[src/rtl/arrow_pkg.sv]
`default_nettype none
// +-----------------------------------------------------------------------+
// | arrow_pkg: sprite IDs, chart entry layout and scheduler FSM states.    |
// | Rev 1.0                                                               |
// +-----------------------------------------------------------------------+
package arrow_pkg;

  localparam logic [3:0] ID_NONE  = 4'h0;
  localparam logic [3:0] ID_UP    = 4'h4;
  localparam logic [3:0] ID_DOWN  = 4'h5;
  localparam logic [3:0] ID_LEFT  = 4'h6;
  localparam logic [3:0] ID_RIGHT = 4'h7;

  localparam int ENT_END    = 7;
  localparam int ENT_S2_HI  = 6;
  localparam int ENT_S2_LO  = 5;
  localparam int ENT_S3_HI  = 4;
  localparam int ENT_S3_LO  = 3;
  localparam int ENT_GAP_HI = 2;
  localparam int ENT_GAP_LO = 0;

  typedef enum logic [2:0] {
    ST_IDLE  = 3'd0,
    ST_FETCH = 3'd1,
    ST_WAIT  = 3'd2,
    ST_SPAWN = 3'd3,
    ST_GAP   = 3'd4,
    ST_DONE  = 3'd5
  } state_e;

  // Selections 00 and 11 both mean "no arrow" for that slot.
  function automatic logic [3:0] slot2_id(input logic [1:0] sel);
    case (sel)
      2'b01:   return ID_UP;
      2'b10:   return ID_LEFT;
      default: return ID_NONE;
    endcase
  endfunction

  function automatic logic [3:0] slot3_id(input logic [1:0] sel);
    case (sel)
      2'b01:   return ID_DOWN;
      2'b10:   return ID_RIGHT;
      default: return ID_NONE;
    endcase
  endfunction

endpackage
`default_nettype wire

[src/rtl/arrow_slot.sv]
`default_nettype none
// +-----------------------------------------------------------------------+
// | arrow_slot: one on-screen arrow lane - occupancy, scroll and miss.     |
// | Rev 1.0                                                               |
// +-----------------------------------------------------------------------+
module arrow_slot
  import arrow_pkg::*;
#(
  parameter logic [9:0] SPAWN_Y = 10'd480,
  parameter logic [9:0] MISS_Y  = 10'd8,
  parameter logic [9:0] SPEED   = 10'd4
) (
  input  logic       clk_i,
  input  logic       rst_i,
  input  logic       tick_i,
  input  logic       hit_i,
  input  logic       load_i,
  input  logic [3:0] load_id_i,
  output logic [3:0] id_o,
  output logic [9:0] posy_o,
  output logic       miss_o,
  output logic       miss_evt_o
);

  logic [3:0] id_q,   id_d;
  logic [9:0] posy_q, posy_d;
  logic       miss_q, miss_d;
  logic       w_occ;

  assign w_occ = (id_q != ID_NONE);

  // Priority: hit, spawn load, miss retire, scroll.
  always_comb begin
    id_d   = id_q;
    posy_d = posy_q;
    miss_d = 1'b0;
    if (hit_i && w_occ) begin
      id_d   = ID_NONE;
      posy_d = '0;
    end else if (load_i) begin
      id_d   = load_id_i;
      posy_d = SPAWN_Y;
    end else if (tick_i && w_occ && (posy_q <= MISS_Y)) begin
      id_d   = ID_NONE;
      posy_d = '0;
      miss_d = 1'b1;
    end else if (tick_i && w_occ) begin
      posy_d = posy_q - SPEED;
    end
  end

  always_ff @(posedge clk_i) begin
    if (rst_i) begin
      id_q   <= ID_NONE;
      posy_q <= '0;
      miss_q <= 1'b0;
    end else begin
      id_q   <= id_d;
      posy_q <= posy_d;
      miss_q <= miss_d;
    end
  end

  assign id_o       = id_q;
  assign posy_o     = posy_q;
  assign miss_o     = miss_q;
  assign miss_evt_o = miss_d;

endmodule
`default_nettype wire

[src/rtl/arrow_scheduler.sv]
`default_nettype none
// +-----------------------------------------------------------------------+
// | arrow_scheduler: walks the step chart, spawns and scrolls arrows.      |
// | Rev 1.0                                                               |
// +-----------------------------------------------------------------------+
module arrow_scheduler
  import arrow_pkg::*;
#(
  parameter int         ADDR_W   = 8,
  parameter logic [9:0] SPAWN_Y  = 10'd480,
  parameter logic [9:0] MISS_Y   = 10'd8,
  parameter logic [9:0] SPEED    = 10'd4,
  parameter logic [7:0] GAP_UNIT = 8'd8
) (
  input  logic              Clk,
  input  logic              Reset,
  input  logic              vs,
  input  logic              start,
  output logic [ADDR_W-1:0] chart_addr,
  input  logic [7:0]        chart_data,
  input  logic              sprite2hit,
  input  logic              sprite3hit,
  output logic [3:0]        spriteID2,
  output logic [9:0]        posY2,
  output logic [3:0]        spriteID3,
  output logic [9:0]        posY3,
  output logic              miss2,
  output logic              miss3,
  output logic [7:0]        miss_count,
  output logic              busy,
  output logic              done
);

  state_e            state_q, state_d;
  logic [ADDR_W-1:0] addr_q,  addr_d;
  logic [6:0]        entry_q, entry_d;
  logic [10:0]       gap_q,   gap_d;
  logic [7:0]        cnt_q,   cnt_d;
  logic              busy_q,  busy_d;
  logic              done_q,  done_d;
  logic              vs_q;

  logic        w_tick;
  logic [3:0]  w_id2_new, w_id3_new;
  logic        w_want2, w_want3, w_blocked;
  logic        w_load2, w_load3;
  logic        w_evt2, w_evt3;
  logic [10:0] w_gap_load;
  logic [8:0]  w_cnt_sum;

  assign w_tick     = vs & ~vs_q;
  assign w_id2_new  = slot2_id(entry_q[ENT_S2_HI:ENT_S2_LO]);
  assign w_id3_new  = slot3_id(entry_q[ENT_S3_HI:ENT_S3_LO]);
  assign w_want2    = (w_id2_new != ID_NONE);
  assign w_want3    = (w_id3_new != ID_NONE);
  assign w_blocked  = (w_want2 && (spriteID2 != ID_NONE)) ||
                      (w_want3 && (spriteID3 != ID_NONE));
  assign w_gap_load = ({8'd0, entry_q[ENT_GAP_HI:ENT_GAP_LO]} + 11'd1) * {3'd0, GAP_UNIT};
  assign w_cnt_sum  = {1'b0, cnt_q} + {8'd0, w_evt2} + {8'd0, w_evt3};

  always_comb begin
    state_d = state_q;
    addr_d  = addr_q;
    entry_d = entry_q;
    gap_d   = gap_q;
    busy_d  = busy_q;
    done_d  = done_q;
    w_load2 = 1'b0;
    w_load3 = 1'b0;
    cnt_d   = w_cnt_sum[8] ? 8'hFF : w_cnt_sum[7:0];
    case (state_q)
      ST_IDLE, ST_DONE: begin
        if (start) begin
          addr_d  = '0;
          busy_d  = 1'b1;
          done_d  = 1'b0;
          state_d = ST_FETCH;
        end
      end
      ST_FETCH: state_d = ST_WAIT;
      ST_WAIT: begin
        entry_d = chart_data[6:0];
        if (chart_data[ENT_END]) begin
          busy_d  = 1'b0;
          done_d  = 1'b1;
          state_d = ST_DONE;
        end else begin
          state_d = ST_SPAWN;
        end
      end
      ST_SPAWN: begin
        if (!w_blocked) begin
          w_load2 = w_want2;
          w_load3 = w_want3;
          gap_d   = w_gap_load;
          addr_d  = addr_q + ADDR_W'(1);
          state_d = ST_GAP;
        end
      end
      ST_GAP: begin
        if (gap_q == 11'd0) begin
          state_d = ST_FETCH;
        end else if (w_tick) begin
          gap_d = gap_q - 11'd1;
        end
      end
      default: state_d = ST_IDLE;
    endcase
  end

  always_ff @(posedge Clk) begin
    if (Reset) begin
      state_q <= ST_IDLE;
      addr_q  <= '0;
      entry_q <= '0;
      gap_q   <= '0;
      cnt_q   <= '0;
      busy_q  <= 1'b0;
      done_q  <= 1'b0;
      vs_q    <= 1'b0;
    end else begin
      state_q <= state_d;
      addr_q  <= addr_d;
      entry_q <= entry_d;
      gap_q   <= gap_d;
      cnt_q   <= cnt_d;
      busy_q  <= busy_d;
      done_q  <= done_d;
      vs_q    <= vs;
    end
  end

  arrow_slot #(.SPAWN_Y(SPAWN_Y), .MISS_Y(MISS_Y), .SPEED(SPEED)) u_slot2 (
    .clk_i      (Clk),
    .rst_i      (Reset),
    .tick_i     (w_tick),
    .hit_i      (sprite2hit),
    .load_i     (w_load2),
    .load_id_i  (w_id2_new),
    .id_o       (spriteID2),
    .posy_o     (posY2),
    .miss_o     (miss2),
    .miss_evt_o (w_evt2)
  );

  arrow_slot #(.SPAWN_Y(SPAWN_Y), .MISS_Y(MISS_Y), .SPEED(SPEED)) u_slot3 (
    .clk_i      (Clk),
    .rst_i      (Reset),
    .tick_i     (w_tick),
    .hit_i      (sprite3hit),
    .load_i     (w_load3),
    .load_id_i  (w_id3_new),
    .id_o       (spriteID3),
    .posy_o     (posY3),
    .miss_o     (miss3),
    .miss_evt_o (w_evt3)
  );

  assign chart_addr = addr_q;
  assign miss_count = cnt_q;
  assign busy       = busy_q;
  assign done       = done_q;

endmodule
`default_nettype wire

[config.mk]
export PLATFORM = sky130hd
export DESIGN_NAME = arrow_scheduler
export DESIGN_NICKNAME = d
export VERILOG_FILES = /design/src/rtl/arrow_pkg.sv /design/src/rtl/arrow_slot.sv /design/src/rtl/arrow_scheduler.sv
export SDC_FILE = /design/constraint.sdc
export NUM_CORES = 1
export LEC_CHECK = 0
export ABC_AREA = 1
export CAP_MARGIN = 20
export CORE_MARGIN = 2
export CORE_UTILIZATION = 53
export CTS_BUF_LIST = sky130_fd_sc_hd__clkbuf_4 sky130_fd_sc_hd__clkbuf_8 sky130_fd_sc_hd__clkbuf_16
export CTS_CLUSTER_DIAMETER = 100
export DETAILED_ROUTE_END_ITERATION = 8
export PLACE_DENSITY_LB_ADDON = 0.3
export SETUP_SLACK_MARGIN = 0.2
export SLEW_MARGIN = 40
export SYNTH_ARGS = -nofsm -noshare
export SYNTH_HDL_FRONTEND = slang
export SYNTH_SLANG_ARGS = --single-unit
[constraint.sdc]
create_clock -name Clk -period 3.4 [get_ports Clk]
set_input_delay 1.02 -clock Clk [delete_from_list [all_inputs] [get_ports Clk]]
set_output_delay 1.02 -clock Clk [all_outputs]
set_load 0.05 [all_outputs]
* After elaboration in Yosys (flattened, before gate mapping)
Index checks and enable logic that the tools add are counted.
** Storage, ports and cells
- Register bits :: 70
- Input bits :: 14
- Output and inout bits :: 48
- Logic and storage cells :: 114
** Operators by class
- Add/sub/neg operators :: 7
- Order comparisons :: 2
- Equality and inequality tests :: 15
- Muxes and demuxes :: 41
- Bitwise operators :: 2
- Reduce and logical (&&, ||, !) cells :: 31
** Operator list (number)
- $mux 9 :: 6
- $mux 11 :: 3
- $mux 8 :: 3
- $pmux 11 s2 :: 1
- $le 10x4->1 const B :: 2
- $sub 10x3->10 const B :: 2
- $mux 4 :: 4
- $pmux 8 s2 :: 1
- $reduce_bool 4->1 :: 4
- $pmux 3 s5 :: 1
- $mux 1 :: 14
- $mux 3 :: 4
- $pmux 3 s2 :: 2
- $logic_not 11->1 :: 1
- $sub 11x1->11 const B :: 1
- $ne 2x2->1 const B :: 5
- $reduce_bool 2->1 :: 5
- $add 8x1->9 :: 1
- $add 9x1->9 :: 1
- $reduce_and 3->1 :: 3
- $add 8x1->8 const B :: 1
- $logic_and 1x1->1 :: 8
- $reduce_or 4->1 :: 2
- $eq 3x2->1 const B :: 2
- 14 further kinds :: 21

* Logic depth before layout (Yosys ltp)
Gate-level depths: netlist of the first run.
- Word-level depth :: 12
- Gate-level depth with buffers :: 13

* By module
Synthesis of the first run repeated with hierarchy kept, for this count alone.
** Unflattened totals
- Cell total of the unflattened synthesis :: 560
- Area total of the unflattened synthesis :: 3788.6 um2
** By module, submodules not included
- arrow_scheduler :: instances 1, cells each 322, area an instance 2162.1 um2
- arrow_slot :: instances 2, cells each 119, area an instance 813.3 um2

* Least setup slack after synthesis of the first run
Ideal clock, no wire load.
- Path type :: input to register
- Start :: input vs
- End :: register cnt_q[5], in the netlist miss_count[5]
- Data arrival time :: 2.760 ns
- Data required time :: 3.326 ns
- Setup slack :: 0.566 ns
- Stages on the path :: 12
- Buffers on the path :: 0
- Path through :: inv_1 > nor2_2 > nand2_1 > nor2_1 > o211ai_1 > a21oi_1 > fa_1 > ha_1 > nand3_1 > nor2_1 > nand2_1 > a31oi_1
** Between the ends
- Elaborated cells between the ends (all ways) :: 14
- Those cells by class :: 2 x add/sub; 7 x mux; 1 x bitwise; 4 x reduce/logical
** RTL lines
- start: declaration :: RTL line arrow_scheduler.sv:17 : input logic vs,
- $and 1x1->1 :: RTL line arrow_scheduler.sv:51 : assign w_tick = vs & ~vs_q;
- $logic_and 1x1->1 (2 in series) :: RTL line arrow_slot.sv:43 : end else if (tick_i && w_occ && (posy_q <= MISS_Y)) begin
- $mux 1 :: RTL line arrow_slot.sv:43
- $mux 1 :: RTL line arrow_slot.sv:40 : end else if (load_i) begin
- $mux 1 :: RTL line arrow_slot.sv:37 : if (hit_i && w_occ) begin
- net u_slot3.miss_evt_o :: RTL line arrow_slot.sv:22 : output logic miss_evt_o
- $add 9x1->9 :: RTL line arrow_scheduler.sv:59 : assign w_cnt_sum = {1'b0, cnt_q} + {8'd0, w_evt2} + {8'd0, w_evt3};
- $mux 8 :: RTL line arrow_scheduler.sv:70 : cnt_d = w_cnt_sum[8] ? 8'hFF : w_cnt_sum[7:0];
- end signal: assignment :: RTL line arrow_scheduler.sv:126 : cnt_q <= cnt_d;
- end: declaration :: RTL line arrow_scheduler.sv:38 : logic [7:0] cnt_q, cnt_d;
The timed path passes the listed nets, and every way through them passes these cells.
A chain may end at the register's enable or synchronous reset.

* Worst setup path in the final report of the first run
- Start :: input vs
- End :: register cnt_q[6], in the netlist miss_count[6]
** Between the ends
- Cells in the longest elaborated chain, start to end :: 9
- Elaborated cells between the ends (all ways) :: 14
- Those cells by class :: 2 x add/sub; 7 x mux; 1 x bitwise; 4 x reduce/logical
** Ends and longest elaborated chain (RTL line)
- $and 1x1->1 :: arrow_scheduler.sv:51
- $logic_and 1x1->1 (2 in series) :: arrow_slot.sv:43
- $mux 1 :: arrow_slot.sv:43
- $mux 1 :: arrow_slot.sv:40
- $mux 1 :: arrow_slot.sv:37
- net u_slot2.miss_evt_o :: arrow_slot.sv:22
- $add 8x1->9 :: arrow_scheduler.sv:59
- $add 9x1->9 :: arrow_scheduler.sv:59
- $mux 8 :: arrow_scheduler.sv:70
The timed path passes the listed nets, and every way through them passes these cells.

==> out/metrics.yaml, run 1 <==
outcome:
  outcome: "finished clean"
sta:
  worst_slew_margin_rel_pct: 66.2
  finalHoldViolCount: 0
  grt_setup_unrepaired: "no"
  finalClockSkew_ps: 5.63
  setup_viol: 0
  tns_ps: 0
  max_freq_mhz: 335
  finalCritPeriodShare_pct: 87.9
  slew_viol_final: 0
  tightestPinTransition_ps: 505
  period_needed_ps: 2990
floorplan:
  start_util_pct: 54.7
  die_area_mm2: 0.00717
  ios: 62
  fp.coreArea_mm2: 0.00631
  die_h_um: 84.7
  fp.dieW_um: 84.7
  rows: 29
min_path:
  worstHoldEndpoint: "busy"
  hold-path-cell-count: 2
  holdCritStartpoint: "busy"
  hp-class: "reg -> reg"
synth:
  synthCells: 505
  synth_edf_count: 0
  ys_warn_count: 0
  async_flop_share_pct: 0
  ys_ff_latch: 62
  synth.most_common_cell: "nand2_1"
  yosys-top-cells-area: "dfxtp_1 (36%), nand2_1 (11%), nor2_1 (9.0%)"
  synthFlopType: "dfxtp_1"
  synth_top_area_share_pct: 36.0
  synth_cell_types: 39
  syn_area_mm2: 0.00345
  yosysTopAreaCell: "dfxtp_1"
  syn_avg_cell_area_um2: 6.84
  yosysSeqAreaShare_pct: 36.0
  synth_commonest_cells: "nand2_1 (105), nor2_1 (83), inv_1 (66)"
grt:
  grt-ovfl-total: 0
  antenna_found_initial: 0
  grt_util_all_layers_pct: 22.7
  grt_pass1_vias: 3206
  grt_max_degree: 17
  grt_pass1_wl_mm: 13.4
clock_network:
  cts_buffers: 9
  ctsHoldBuffers: 0
  clk_latency_ps: 340
  htreeDepth: 3
  cts.sinks: 62
  clk_pin_slew_ps: 70
  root_buffer: "clkbuf_8"
  cts_tree: "yes"
  clk_path_buf_depth: 2
pwr:
  finalPower_w: 0.00242
  cellPowerDensity_mw_per_mm2: 567
  p_leak_nw: 1.83
  peakVddDrop_mv: 0.375
detailed_routing:
  ant_nets: 0
  route.detailed.drc: 0
  drt_iter0_drc: 163
  routed_via_density: 5.06
  drt_pass1_iterations: 5
  vias: 3297
  wl_mm: 7.88
  wl_per_cell_um: 12.1
placement:
  place.gp.congestion: 0.877
  port_buffers: 54
  hpwl_mm: 5.79
layout:
  regArea_mm2: 0.00124
  multi_input_area_mm2: 0.00187
  syn2layout_area_growth_pct: 23.7
  final_nets: 595
  n_fill_cell: 553
  diodes: 0
  drive_gt1_share_pct: 9.93
setup_path:
  crit_buf_inv: 4
  worstReg2RegEnd: "miss_count[4]"
  end_kind: "flop"
  cp_slowest_stage_delay_ps: 450
  r2r_start: "u_slot2.posy_o[2]"
  cp.arrival_ps: 3210
  cpLargestDelayFamily: "simple AND/OR/NAND/NOR gates"
  critPathKind: "in -> reg"
  path_cells: "clkdlybuf4s50_1 -> inv_1 -> nor2_2 -> buf_4 -> nand2_1 -> nor2_2 -> nand2b_1 -> nor2_1 -> fa_1 -> ha_1 -> nand3_1 -> buf_4 -> nor4_1 -> nor3_1"
  cp-start-kind: "input port"
  crit_path_max_fanout: 5
  crit_slowest_cell: "clkdlybuf4s50_1"
  ff2ff_path_depth: 13
  cp.required_ps: 3620
  r2r_slack_ps: 1130
job:
  max-cap-violations: 0
## per-layer routing
layer,vias up,routed length [um],GRT usage (%)
met5,-,0,0
met4,0,117,7.94
met3,10,246,4.72
met2,67,3800,38.4
met1,1504,3710,28.7
li1,1716,-,-
## per-stage QoR
step | util, % | setup slack (ps) | hold WS (ps) | std cells | area [um2]
3_5_place_dp | 64.5 | 124 | 454 | 636 | 4070
6_report | 67.7 | 412 | 466 | 651 | 4270
2_1_floorplan | - | 566 | 435 | 511 | 3470
5_1_grt | 67.7 | 219 | 500 | 651 | 4270
4_1_cts | 67.5 | 420 | 468 | 651 | 4260
3_3_place_gp | 64.5 | 189 | 445 | 636 | 4070
## kinds of logic after synthesis
family / count (synthesis) / synth area share [%]
AOI/OAI and AO/OA: 66 / 10.4
xor gates and xnor gates: 16 / 4.06
adders and majority gates: 11 / 4.20
buffers and inverters: 86 / 10.8
DFF: 62 / 36.0
other: 1 / 0.109
and+or+nand+nor: 263 / 34.5
## power by group
part	leakage [nW]	internal (W)	switching [W]
registers	0.502	0.000811	0.0000745
clock network	0.102	0.000349	0.000287
logic	1.23	0.000290	0.000609
total	1.83	0.00145	0.000970
## worst register-to-register path, stage by stage (launching register included)
cell and delay [ps]:
dfxtp_1 380, inv_1 90, ha_1 200, inv_1 50, nand2_1 50, nand4_1 110, nand2b_1 160, nor2_1 70
fa_1 400, ha_1 230, nand3_1 110, buf_4 130, nor3_1 50, a211oi_1 170
## cell type report
class                   count  area share [%]
clock buffers              10            3.22
clock inverters             5            1.17
inverters                  72            6.41
multi-input cells         363            43.8
flip-flops and latches     62            29.1
well taps                  77            2.26
repair buffers             62            14.1
## worst max path at each step
stage	endpoint	slack [ps]	cells after the start	startpoint
6_report	miss_count[6]	410	14	vs
3_5_place_dp	miss_count[6]	120	14	vs
4_1_cts	miss_count[6]	420	14	vs
2_1_floorplan	miss_count[5]	570	12	vs
5_1_grt	miss_count[5]	220	14	vs
3_3_place_gp	miss_count[5]	190	13	vs
## state kept, by name, summed over array words and instances (netlist names)
| signal | flops |
|---|---|
| gap_q | 11 |
| chart_addr | 8 |
| miss_count | 8 |
| u_slot2.posy_o | 8 |
| u_slot3.posy_o | 8 |
| entry_q | 7 |
| state_q | 3 |
| u_slot2.id_o | 2 |
| u_slot3.id_o | 2 |
| busy | 1 |
| done | 1 |
| u_slot2.miss_o | 1 |
| u_slot3.miss_o | 1 |
| vs_q | 1 |
## cell usage in the layout, fill, tap and decap left out, types with 2 or more instances in the layout
cell | Yosys | layout
o21ai_1 | 6 | 6
a31oi_1 | 3 | 3
nand2_2 | 6 | 6
a21oi_2 | 3 | 4
xnor2_1 | 4 | 4
nand2_4 | 2 | 2
nor2_4 | 4 | 4
buf_4 | 8 | 8
nand3_1 | 33 | 33
or2_2 | 3 | 3
nand2_1 | 105 | 105
clkinv_2 | 1 | 5
clkbuf_8 | 0 | 10
ha_1 | 10 | 10
conb_1 | 1 | 7
o21bai_1 | 2 | 2
nor2_2 | 3 | 4
inv_2 | 4 | 4
clkdlybuf4s50_1 | 0 | 54
nand3_2 | 2 | 2
a21oi_1 | 29 | 28
nor3_1 | 5 | 5
nand4_1 | 12 | 12
dfxtp_1 | 62 | 62
o21ai_0 | 20 | 20
inv_1 | 66 | 66
xor2_1 | 12 | 12
nor2_1 | 83 | 82
o211ai_1 | 2 | 2
## timing repair
item                                    CTS  global route
resized for setup                         0             3
endpoints found under the setup margin    0             3
buffers inserted                          0             0
(Power assumes the default switching activity.)
==> run 2: changes to the inputs <==
CTS_BUF_LIST = sky130_fd_sc_hd__clkbuf_16   (was sky130_fd_sc_hd__clkbuf_4 sky130_fd_sc_hd__clkbuf_8 sky130_fd_sc_hd__clkbuf_16)
==> run 2 against run 1 <==
Die area is the same. Design area increased by 2.3%. First-iteration DRC count decreased by 3.7%. Clock skew is essentially flat. Fmax increased by 0.93%. Routed wire length up 2.5%. Count of clock-buffer cells in the layout is 1 lower. Sequential power barely moved. Combinational power about the same. Non-clock buffer count did not move. Global-route usage increased by 0.60 points. Clock power is 37% higher. Largest cell class unchanged.
==> out/metrics.yaml, run 2 (synthesis gave the netlist of run 1 again) <==
detailed_routing:
  drt_pass1_iterations: 4  # was 5
  vias: 3398  # was 3,297
  route.detailed.drc: 0  # unchanged
  routed_via_density: 5.22  # was 5.06
  wl_per_cell_um: 12.4  # was 12.1 um
  ant_nets: 0  # unchanged
  drt_iter0_drc: 157  # was 163
  wl_mm: 8.08  # was 7.88 mm
clock_network:
  clk_path_buf_depth: 2  # unchanged
  clk_pin_slew_ps: 50  # was 70 ps
  cts.sinks: 62  # unchanged
  cts_setup_buffers: 0  # unchanged
  cts_tree: "yes"  # unchanged
  ctsHoldBuffers: 0  # unchanged
  root_buffer: "clkbuf_16"  # was clkbuf_8
  cts_buffers: 9  # unchanged
  htreeDepth: 3  # unchanged
  cts-resized-gates: 0  # unchanged
  clk_latency_ps: 330  # was 340 ps
layout:
  final_cell_mix: "nand2_1 (104), nor2_1 (82), inv_1 (66)"  # was nand2_1 (105), nor2_1 (82), inv_1 (66)
  top_register: "gap_q"  # unchanged
  drive_gt1_share_pct: 10.1  # was 9.93%
  syn2layout_area_growth_pct: 26.6  # was 23.7%
  layout.cells.non_filler: 651  # unchanged
  diodes: 0  # unchanged
  final_nets: 595  # unchanged
  final_common_cell: "nand2_1"  # unchanged
  post-route-util_pct: 69.2  # was 67.7%
  largest_register_ff_count: 11  # unchanged
sta:
  finalHoldViolCount: 0  # unchanged
  finalClockSkew_ps: 5.79  # was 5.63 ps
  setup_viol: 0  # unchanged
  worst_slew_margin_rel_pct: 66.3  # was 66.2%
  finalCritPeriodShare_pct: 87.1  # was 87.9%
  grt_setup_unrepaired: "no"  # unchanged
  tightestPinTransition_ps: 504  # was 505 ps
  tns_ps: 0  # unchanged
  slew_viol_final: 0  # unchanged
  max_freq_mhz: 338  # was 335 MHz
  period_needed_ps: 2960  # was 2990 ps
grt:
  grt_pass1_vias: 3258  # was 3,206
  use_met1_pct: 29.0  # was 28.7%
  antenna_found_initial: 0  # unchanged
  busiest_layer: "met2"  # unchanged
  grt_use_met3_pct: 4.23  # was 4.72%
  grt_util_all_layers_pct: 23.3  # was 22.7%
  grt-ovfl-total: 0  # unchanged
  grt_pass1_wl_mm: 13.8  # was 13.4 mm
  gr-usage-met2_pct: 38.6  # was 38.4%
  grt_max_degree: 17  # unchanged
floorplan:
  die_h_um: 84.7  # unchanged
  fp.dieW_um: 84.7  # unchanged
  die_area_mm2: 0.00717  # unchanged
  start_util_pct: 54.7  # unchanged
  ios: 62  # unchanged
  rows: 29  # unchanged
  fp.coreArea_mm2: 0.00631  # unchanged
pwr:
  p_int_w: 0.00166  # was 0.00145 W
  cellPowerDensity_mw_per_mm2: 609  # was 567 mW/mm2
  peakVddDrop_mv: 0.438  # was 0.375 mV
  p_sw_w: 0.00100  # was 0.000970 W
  p_leak_nw: 1.88  # was 1.83 nW
  p_seq_share_pct: 33.4  # was 36.6%
  netSwitchingFraction_pct: 37.7  # was 40.1%
  power_frac_clock_pct: 32.8  # was 26.3%
  p_comb_share_pct: 33.9  # was 37.1%
setup_path:
  ff2ff_path_depth: 13  # unchanged
  end_kind: "flop"  # unchanged
  cp-start-kind: "input port"  # unchanged
  cp.required_ps: 3640  # was 3620 ps
  cp.arrival_ps: 3200  # was 3210 ps
  crit_path_max_fanout: 5  # unchanged
  critPathKind: "in -> reg"  # unchanged
placement:
  dp.cells: 636  # unchanged
  hpwl_mm: 5.79  # unchanged
  port_buffers: 54  # unchanged
  place.gp.congestion: 0.877  # unchanged
min_path:
  hp-class: "reg -> reg"  # unchanged
  hold-path-cell-count: 2  # unchanged
outcome:
  outcome: "finished clean"  # unchanged
job:
  max-cap-violations: 0  # unchanged
[run 2: layout make-up]
class | count | area [um2]
Clock buffer | 9 | 225
Clock inverter | 6 | 53.8
Fill cell | 536 | 1940
Inverter | 72 | 274
Multi-Input combinational cell | 363 | 1880
Sequential cell | 62 | 1240
Tap cell | 77 | 96.3
Timing Repair Buffer | 62 | 601
[run 2: layer usage]
layer  up-vias  routed length, um
li1       1721                  -
met1      1548               3620
met2       109               3900
met3        20                365
met4         0                194
met5         -                  0
[run 2: worst max-delay path, stage by stage]
cell             delay, ps
clkdlybuf4s50_1        450
inv_1                   60
nor2_2                 100
buf_4                  130
nand2_1                110
nor2_2                 120
nand2b_1                90
nor2_1                 130
fa_1                   220
ha_1                   200
nand3_1                110
nor2_1                 160
nand2_2                120
a21oi_1                190
[run 2: per-stage QoR]
stage	power, W	hold slack (ps)	setup slack [ps]	cell area (um2)
after CTS	0.00266	465	416	4350
after global placement	0.00176	445	189	4070
final	0.00266	469	439	4370
after floorplan	0.00163	435	566	3470
after global routing	0.00283	499	212	4370
after detailed placement	0.00179	454	124	4070
[run 2: power groups by stage]
stage	sequential (W)	combinational [W]	clock [W]
after floorplan	0.000955	0.000678	0
after global placement	0.000898	0.000864	0
after detailed placement	0.000900	0.000894	0
after CTS	0.000887	0.000901	0.000877
after global routing	0.000898	0.00101	0.000915
final	0.000888	0.000901	0.000872
[run 2: final timing paths]
| path | startpoint | to | slack (ps) |
|---|---|---|---|
| hold / removal | entry_q[3] | entry_q[3] | 470 |
| hold reg to reg | entry_q[3] | entry_q[3] | 470 |
| setup / recovery | vs | miss_count[3] | 440 |
| setup reg to reg | u_slot2.posy_o[2] | miss_count[4] | 1140 |
==> run 3: changes to the inputs <==
GPL_TIMING_DRIVEN = 0   (was not set)
==> run 3 against run 2 <==
Combinational power grew 4.7%. Non-clock buffer count is 12 higher. Register-to-register slack improved by 20 ps. Largest cell class unchanged. Count of clock-buffer cells in the layout stayed put. Clock power barely moved. Fmax shrank 0.82%. Cell count increased by 2.0%. Die area unchanged. Critical path type unchanged.
==> out/metrics.yaml, run 3 (synthesis gave the netlist of run 1 again) <==
detailed_routing:
  drt_pass1_iterations: 5  # was 4
  drt_iter0_drc: 122  # was 157
  route.detailed.drc: 0  # unchanged
  ant_nets: 0  # unchanged
  wl_per_cell_um: 12.3  # was 12.4 um
  vias: 3393  # was 3,398
  wl_mm: 8.15  # was 8.08 mm
  routed_via_density: 5.11  # was 5.22
layout:
  drive_gt1_share_pct: 11.6  # was 10.1%
  final_common_cell: "nand2_1"  # unchanged
  layout.cells.non_filler: 664  # was 651
  largest_register_ff_count: 11  # unchanged
  final_cell_mix: "nand2_1 (103), nor2_1 (82), inv_1 (68)"  # was nand2_1 (104), nor2_1 (82), inv_1 (66)
  syn2layout_area_growth_pct: 29.7  # was 26.6%
  top_register: "gap_q"  # unchanged
  post-route-util_pct: 70.9  # was 69.2%
  final_nets: 607  # was 595
  diodes: 0  # unchanged
floorplan:
  fp.coreArea_mm2: 0.00631  # unchanged
  die_area_mm2: 0.00717  # unchanged
  fp.dieW_um: 84.7  # unchanged
  start_util_pct: 54.7  # unchanged
  rows: 29  # unchanged
  ios: 62  # unchanged
  die_h_um: 84.7  # unchanged
placement:
  hpwl_mm: 5.76  # was 5.79 mm
  place.gp.congestion: 0.901  # was 0.877
  place_ws_ps: -344  # was 124 ps
  port_buffers: 54  # unchanged
  dp.cells: 642  # was 636
sta:
  finalHoldViolCount: 0  # unchanged
  setup_viol: 0  # unchanged
  tightestPinTransition_ps: 666  # was 504 ps
  max_freq_mhz: 335  # was 338 MHz
  grt_setup_unrepaired: "no"  # unchanged
  period_needed_ps: 2990  # was 2960 ps
  worst_slew_margin_rel_pct: 55.6  # was 66.3%
  setup_ws_ps: 415  # was 439 ps
  finalCritPeriodShare_pct: 87.8  # was 87.1%
  whs_ps: 465  # was 469 ps
  slew_viol_final: 0  # unchanged
  finalClockSkew_ps: 6.76  # was 5.79 ps
grt:
  grt_max_degree: 11  # was 17
  grt_pass1_vias: 3255  # was 3,258
  grt_util_all_layers_pct: 23.4  # was 23.3%
  antenna_found_initial: 0  # unchanged
  grt_pass1_wl_mm: 13.9  # was 13.8 mm
  grt-ovfl-total: 0  # unchanged
setup_path:
  r2r_start: "u_slot3.id_o[0]"  # was u_slot2.posy_o[2]
  ff2ff_path_depth: 12  # was 13
  cp.arrival_ps: 3230  # was 3200 ps
  cp.required_ps: 3650  # was 3640 ps
  critPathKind: "in -> reg"  # unchanged
  end_kind: "flop"  # unchanged
  crit_path_max_fanout: 6  # was 5
  cp-start-kind: "input port"  # unchanged
  worstReg2RegEnd: "miss_count[3]"  # was miss_count[4]
  r2r_slack_ps: 1160  # was 1140 ps
min_path:
  hold-path-cell-count: 2  # unchanged
  worstHoldEndpoint: "entry_q[5]"  # was entry_q[3]
  holdCritStartpoint: "entry_q[5]"  # was entry_q[3]
  hp-class: "reg -> reg"  # unchanged
clock_network:
  clk_pin_slew_ps: 50  # about the same
  cts_buffers: 9  # unchanged
  cts.sinks: 62  # unchanged
  root_buffer: "clkbuf_16"  # unchanged
  clk_path_buf_depth: 2  # unchanged
  clk_latency_ps: 330  # about the same
  cts_tree: "yes"  # unchanged
  htreeDepth: 3  # unchanged
pwr:
  cellPowerDensity_mw_per_mm2: 605  # was 609 mW/mm2
  finalPower_w: 0.00271  # was 0.00266 W
  p_leak_nw: 1.94  # was 1.88 nW
  peakVddDrop_mv: 0.438  # about the same
job:
  max-cap-violations: 0  # unchanged
outcome:
  outcome: "finished clean"  # unchanged
-- run 3: per-layer routing --
layer	GRT usage (%)	share of wire, %
met1	28.3	44
met2	40.4	49
met3	5.60	4.8
met4	8.80	1.8
met5	0	0
-- run 3: critical path, stage by stage --
cell and delay, ps:
clkdlybuf4s50_1 450, inv_1 70, nor2_4 140, nand2_2 110, nor2_1 110, o211ai_1 150, a21oi_2 210, fa_2 240
ha_2 200, nand3_2 130, nor2_2 140, nand2_2 100, a21oi_1 160
-- run 3: how the worst max path moves through the flow --
| stage | startpoint | endpoint | depth (start not counted) |
|---|---|---|---|
| 6_report | vs | miss_count[3] | 13 |
| 4_1_cts | vs | miss_count[5] | 13 |
| 5_1_grt | vs | miss_count[7] | 13 |
| 3_5_place_dp | vs | miss_count[5] | 13 |
| 2_1_floorplan | vs | miss_count[5] | 12 |
| 3_3_place_gp | vs | miss_count[5] | 13 |
-- run 3: final cells by class --
cell class	count	area, um2
well taps	77	96.3
multi-input cells	363	1900
fillers	507	1840
flip-flops and latches	62	1240
clock buffers	9	225
inverters	72	274
plain buffers	14	98.8
clock inverters	7	57.6
repair buffers	60	586
-- run 3: what timing repair did --
item / CTS / global route
cloned: 0 / 0
buffers inserted: 0 / 6
hold buffers: 0 / 0
resized for setup: 3 / 7
hold endpoints to repair: 0 / 0
endpoints found under the setup margin: 8 / 8
pin swaps: 0 / 1
-- run 3: metrics by stage --
step	setup TNS, ps	area [um2]
2_1_floorplan	0	3470
5_1_grt	0	4480
4_1_cts	0	4410
3_3_place_gp	-2240	4110
6_report	0	4480
3_5_place_dp	-2220	4110
-- run 3: power breakdown --
group / switching (W) / internal, W / total (W)
Sequential: 0.0000788 / 0.000813 / 0.000892
Clock: 0.000319 / 0.000555 / 0.000874
Combinational: 0.000615 / 0.000327 / 0.000943
